<file path="config.mk">
export PLATFORM = sky130hd
export DESIGN_NAME = serial_shift_unit
export DESIGN_NICKNAME = d
export VERILOG_FILES = /design/src/rtl/alu_defs_pkg.sv /design/src/rtl/shift_step_1b.sv /design/src/rtl/serial_shift_unit.sv
export SDC_FILE = /design/constraint.sdc
export NUM_CORES = 1
export LEC_CHECK = 0
export CAP_MARGIN = 5
export CORE_MARGIN = 4
export CORE_UTILIZATION = 50
export CTS_CLUSTER_DIAMETER = 100
export DETAILED_ROUTE_END_ITERATION = 10
export MAX_ROUTING_LAYER = met4
export PLACE_DENSITY_LB_ADDON = 0.12
export SLEW_MARGIN = 25
export SYNTH_ARGS = -nofsm -noshare
export SYNTH_HDL_FRONTEND = slang
export SYNTH_SLANG_ARGS = --single-unit
</file>
<file path="constraint.sdc">
create_clock -name clk -period 5.8 [get_ports clk]
set_clock_uncertainty 0.2 [all_clocks]
set_input_delay 0.58 -clock clk [delete_from_list [all_inputs] [get_ports clk]]
set_output_delay 0.58 -clock clk [all_outputs]
set_load 0.01 [all_outputs]
</file>
<file path="src/rtl/alu_defs_pkg.sv">
// Shared ALU definitions: R-type shift funct codes, shifter FSM states,
// internal shift-op encoding and funct decode helpers.
package alu_defs_pkg;

  localparam logic [5:0] FUNCT_SLL = 6'b000000;
  localparam logic [5:0] FUNCT_SRL = 6'b000010;
  localparam logic [5:0] FUNCT_SRA = 6'b000011;

  typedef enum logic [1:0] {
    IDLE  = 2'd0,
    SHIFT = 2'd1,
    DONE  = 2'd2
  } state_t;

  typedef enum logic [1:0] {
    OP_SLL = 2'd0,
    OP_SRL = 2'd1,
    OP_SRA = 2'd2
  } shift_op_t;

  function automatic logic funct_legal(input logic [5:0] funct);
    return (funct == FUNCT_SLL) || (funct == FUNCT_SRL) || (funct == FUNCT_SRA);
  endfunction

  // Only meaningful when funct_legal() is true.
  function automatic shift_op_t funct_to_op(input logic [5:0] funct);
    shift_op_t op;
    case (funct)
      FUNCT_SRL: op = OP_SRL;
      FUNCT_SRA: op = OP_SRA;
      default:   op = OP_SLL;
    endcase
    return op;
  endfunction

endpackage

</file>
<file path="src/rtl/shift_step_1b.sv">
// Combinational single-position shift used in the work-register feedback path.
module shift_step_1b
  import alu_defs_pkg::*;
#(
  parameter int WIDTH = 32
) (
  input  logic [WIDTH-1:0] value,
  input  shift_op_t        op,
  output logic [WIDTH-1:0] shifted
);

  // Shift by one bit: zero fill for logical shifts, sign fill for arithmetic.
  always_comb begin
    shifted = value;
    case (op)
      OP_SLL:  shifted = {value[WIDTH-2:0], 1'b0};
      OP_SRL:  shifted = {1'b0, value[WIDTH-1:1]};
      OP_SRA:  shifted = {value[WIDTH-1], value[WIDTH-1:1]};
      default: shifted = value;
    endcase
  end

endmodule

</file>
<file path="src/rtl/serial_shift_unit.sv">
// Multi-cycle SLL/SRL/SRA shifter, one bit position per clock. Holds the
// control FSM, the work register, the shift counter and one result register
// per operation; each result register only changes when its own op completes.
module serial_shift_unit
  import alu_defs_pkg::*;
#(
  parameter int WIDTH   = 32,
  parameter int SHAMT_W = 5
) (
  input  logic               clk,
  input  logic               reset,
  input  logic               start,
  input  logic [5:0]         funct,
  input  logic [WIDTH-1:0]   rt_data,
  input  logic [SHAMT_W-1:0] shamt,
  output logic               busy,
  output logic               done,
  output logic               err,
  output logic [WIDTH-1:0]   sll_out,
  output logic [WIDTH-1:0]   srl_out,
  output logic [WIDTH-1:0]   sra_out
);

  state_t             state_reg, state_next;
  shift_op_t          op_reg, op_next;
  logic [WIDTH-1:0]   work_reg, work_next;
  logic [SHAMT_W-1:0] cnt_reg, cnt_next;
  logic               err_reg, err_next;
  logic [WIDTH-1:0]   sll_reg, sll_next;
  logic [WIDTH-1:0]   srl_reg, srl_next;
  logic [WIDTH-1:0]   sra_reg, sra_next;
  logic [WIDTH-1:0]   stepped;
  logic [WIDTH-1:0]   final_value;

  shift_step_1b #(.WIDTH(WIDTH)) u_step (
    .value   (work_reg),
    .op      (op_reg),
    .shifted (stepped)
  );

  // State, operand and result registers; reset wins over everything.
  always_ff @(posedge clk) begin
    if (reset) begin
      state_reg <= IDLE;
      op_reg    <= OP_SLL;
      work_reg  <= '0;
      cnt_reg   <= '0;
      err_reg   <= 1'b0;
      sll_reg   <= '0;
      srl_reg   <= '0;
      sra_reg   <= '0;
    end else begin
      state_reg <= state_next;
      op_reg    <= op_next;
      work_reg  <= work_next;
      cnt_reg   <= cnt_next;
      err_reg   <= err_next;
      sll_reg   <= sll_next;
      srl_reg   <= srl_next;
      sra_reg   <= sra_next;
    end
  end

  // Next-state logic. A zero shift amount still spends one SHIFT cycle
  // (passing work through unshifted) so latency is max(shamt,1) edges.
  always_comb begin
    state_next  = state_reg;
    op_next     = op_reg;
    work_next   = work_reg;
    cnt_next    = cnt_reg;
    err_next    = 1'b0;
    sll_next    = sll_reg;
    srl_next    = srl_reg;
    sra_next    = sra_reg;
    final_value = (cnt_reg == '0) ? work_reg : stepped;
    case (state_reg)
      IDLE: begin
        if (start) begin
          if (funct_legal(funct)) begin
            op_next    = funct_to_op(funct);
            work_next  = rt_data;
            cnt_next   = shamt;
            state_next = SHIFT;
          end else begin
            err_next = 1'b1;
          end
        end
      end
      SHIFT: begin
        if (cnt_reg <= SHAMT_W'(1)) begin
          work_next  = final_value;
          cnt_next   = '0;
          state_next = DONE;
          case (op_reg)
            OP_SRL:  srl_next = final_value;
            OP_SRA:  sra_next = final_value;
            default: sll_next = final_value;
          endcase
        end else begin
          work_next = stepped;
          cnt_next  = cnt_reg - SHAMT_W'(1);
        end
      end
      DONE: state_next = IDLE;
      default: state_next = IDLE;
    endcase
  end

  assign busy    = (state_reg == SHIFT) || (state_reg == DONE);
  assign done    = (state_reg == DONE);
  assign err     = err_reg;
  assign sll_out = sll_reg;
  assign srl_out = srl_reg;
  assign sra_out = sra_reg;

endmodule

</file>
==> results_dict.tcl <==
set metrics [dict create \
    drt_iter0_drc 1001 \
    pint_uw 2020 \
    register_to_register_setup_slack_ns 2.63 \
    final_setup_violating_endpoints 0 \
    overflow_left_after_global_routing 0 \
    grt_pass1_wl_mm 35.8 \
    netSwitchingFraction_pct 35.2 \
    htreeDepth 4 \
    io_buffer_count 144 \
    required_ns 5.94 \
    cts-buffers-inserted 17 \
    preCtsSetupSlack_ns 2.48 \
    setup-tns-final_ns 0 \
    post_synth_arst_share_pct 0 \
    worst_ir_drop_vdd_v 0.000251 \
    period_needed_ns 3.17 \
    final_ant_viol_nets 0 \
    die-width_um 128 \
    track_usage_pct 27.9 \
    synthesis.area_per_instance_um2 8.63 \
    startpoint_type "flop" \
    run_status "complete, no violations" \
    synthDistinctLibCells 56 \
    grt_setup_unrepaired "false" \
    core-area_um2 13900 \
    slew_headroom_pct 34.8 \
    final_cell_mix "sky130_fd_sc_hd__clkdlybuf4s50_1, sky130_fd_sc_hd__dfxtp_1, sky130_fd_sc_hd__nand2_1, sky130_fd_sc_hd__o221ai_1, sky130_fd_sc_hd__a21oi_1" \
    utilization_pct 64.7 \
    cts.hold.buffers_added 0 \
    post_route_wl_mm 22.4 \
    ioPinCount 145 \
    cts.repair.resized 0 \
    reg2reg_from "state_reg[1]$_SDFFE_PP0P_" \
    fp.dieArea_um2 16300 \
    static-leakage-power_uw 0.00275 \
    power.switching_uw 1100 \
    grt_antenna_before_repair 0 \
    drtPass1Iterations 5 \
    cts.sink_count 138 \
    nets 946 \
    max_slew.worst_pin.slew_ns 0.977 \
    max_cap_viol_count 0 \
    maximum_number_of_pins_on_one_net_before_global_route_repair 126 \
    r2r_cells 7 \
    layout.cells.most_common "sky130_fd_sc_hd__clkdlybuf4s50_1" \
    layout_worst_path_cycle_share_pct 54.6 \
    routedWlPerCell_um 20.8 \
    ys_seq_elements 138 \
    synth_flop_cell "sky130_fd_sc_hd__dfxtp_1" \
    sequentialPowerShare_pct 34.1 \
    initial_utilization_pct 51.4 \
    combPwrFrac_pct 29.6 \
    area_delta_synth_final_pct 25.7 \
    crit_type "reg2reg" \
    timing.final.hold_violations 0 \
    antenna_cells 0 \
    final_critical_path_setup_slack_ns 2.63 \
    via_count 7175 \
    r2r_end "srl_out[4]$_SDFFE_PP0P_" \
    power.clock.fraction_pct 36.3 \
    largest_buffer_count_on_any_clock_path 2 \
    synthCells 831 \
    critical_path.endpoint_type "flop" \
    timing.fmax_ghz 0.316 \
    dp_hpwl_mm 14.0 \
    clk_root_buffer_cell "sky130_fd_sc_hd__clkbuf_16" \
    worst_hold_path.endpoint "sra_out[21]$_SDFFE_PP0P_" \
    arrival_ns 3.31 \
    drcViolationCount 0 \
    powerDensity_nw_per_um2 346 \
    route.detailed.vias_per_inst 6.64 \
    synth_fp_nets 889 \
    yosysWarningCount 0 \
    number_of_synthesized_flops_with_an_enable_pin 0 \
    postCtsSetupBuffers 0 \
    register_area_share_after_synthesis_pct 38.5 \
    clkLatencyLatePin_ns 0.42 \
    place.gp.congestion 0.833 \
    drive_gt1_share_pct 8.77 \
    rows 43 \
    tritoncts "yes" \
    die_height_um 128 \
    vias_in_the_first_global_route 6868 \
    worstHoldPathCells 2 \
    netlist_area_um2 7170 \
    holdCritStartpoint "sra_out[21]$_SDFFE_PP0P_" \
    clk_pin_slew_ns 0.06 \
    worst_hold_path_type "reg2reg" \
    critical_path_peak_fanout 20 \
    maxSlewViolCount 0 \
]
==> cells by family after synthesis <==
logic type | Yosys count | synth area share [%]
compound gates | 347 | 36.4
simple gates | 203 | 13.7
flops | 138 | 38.5
buf+inv | 130 | 9.15
fa+ha+maj | 12 | 2.09
xor+xnor | 1 | 0.122
==> how the worst max path moves through the flow <==
stage	start	slack, ns	to	cells after the start
floorplan	funct[5]	3.34	work_reg[15]$_SDFFE_PP0P_	5
global placement	funct[5]	2.62	cnt_reg[0]$_SDFFE_PP0P_	5
detailed placement	funct[5]	2.48	cnt_reg[1]$_SDFFE_PP0P_	5
CTS	state_reg[1]$_SDFFE_PP0P_	2.66	srl_out[4]$_SDFFE_PP0P_	7
global route	state_reg[1]$_SDFFE_PP0P_	2.46	srl_out[4]$_SDFFE_PP0P_	7
finish	state_reg[1]$_SDFFE_PP0P_	2.63	srl_out[4]$_SDFFE_PP0P_	7
==> cell type report <==
type | instances | area, um2
tap | 180 | 225
sequential | 138 | 2760
multi-input combinational | 563 | 3820
inverter | 11 | 41.3
clock buffer | 19 | 443
fill | 1167 | 4920
timing repair buffer | 157 | 1550
clock inverter | 13 | 174
==> synth_stat cells (4+ instances only) <==
cell                              number  share of area [%]
sky130_fd_sc_hd__a221o_1              24                3.4
sky130_fd_sc_hd__buf_2                15                1.0
sky130_fd_sc_hd__a32oi_1              30                3.7
sky130_fd_sc_hd__clkbuf_1             84                4.4
sky130_fd_sc_hd__nand2_1             126                6.6
sky130_fd_sc_hd__ha_1                 12                2.1
sky130_fd_sc_hd__nand3_1               5               0.35
sky130_fd_sc_hd__a211oi_1              9               0.94
sky130_fd_sc_hd__nor3_1                5               0.35
sky130_fd_sc_hd__o22ai_1              29                2.5
sky130_fd_sc_hd__dfxtp_1             138                 39
sky130_fd_sc_hd__nand3b_1              4               0.42
sky130_fd_sc_hd__a31oi_1               4               0.35
sky130_fd_sc_hd__o221ai_1            112                 14
sky130_fd_sc_hd__o221ai_2              5                1.0
sky130_fd_sc_hd__inv_1                11               0.58
sky130_fd_sc_hd__clkbuf_8              8                1.5
sky130_fd_sc_hd__o21ai_0               7               0.49
sky130_fd_sc_hd__nor2_1               11               0.58
sky130_fd_sc_hd__a21oi_1             101                7.1
sky130_fd_sc_hd__clkdlybuf4s50_2       5               0.79
sky130_fd_sc_hd__or2b_2                5               0.61
sky130_fd_sc_hd__a221o_2               5               0.79
sky130_fd_sc_hd__nand2b_1             26                2.3
==> power by group through the flow <==
stage / sequential, uW / clock [uW] / combinational (uW)
after floorplan: 1050 / 0 / 699
final: 1060 / 1130 / 921
after detailed placement: 1080 / 0 / 893
after CTS: 1060 / 1140 / 897
after global routing: 1070 / 1190 / 990
after global placement: 1080 / 0 / 868
==> worst max-delay path: stages, from the launching register on <==
cell and delay (ns):
sky130_fd_sc_hd__dfxtp_1 0.33, sky130_fd_sc_hd__inv_1 0.12, sky130_fd_sc_hd__ha_1 0.40, sky130_fd_sc_hd__or4b_1 0.64, sky130_fd_sc_hd__nor3b_4 0.62, sky130_fd_sc_hd__buf_4 0.38
sky130_fd_sc_hd__o221ai_1 0.19, sky130_fd_sc_hd__a21oi_1 0.19
==> through the flow <==
| stage | total power, uW | cells | area [um2] | hold WS [ns] |
|---|---|---|---|---|
| floorplan | 1750 | 831 | 7170 | 0.270 |
| global placement | 1940 | 1049 | 8370 | 0.245 |
| detailed placement | 1970 | 1049 | 8380 | 0.246 |
| CTS | 3100 | 1081 | 8990 | 0.254 |
| global route | 3250 | 1081 | 9010 | 0.272 |
| finish | 3110 | 1081 | 9010 | 0.254 |
==> layer usage <==
layer / track usage [%] / part of all wire (%) / vias to the layer above
li1: - / - / 3329
met1: 35.4 / 41 / 3439
met2: 44.1 / 49 / 366
met3: 4.92 / 7.0 / 41
met4: 11.1 / 2.6 / 0
met5: - / 0 / -
Note: power is estimated with default switching activity, not from simulation.
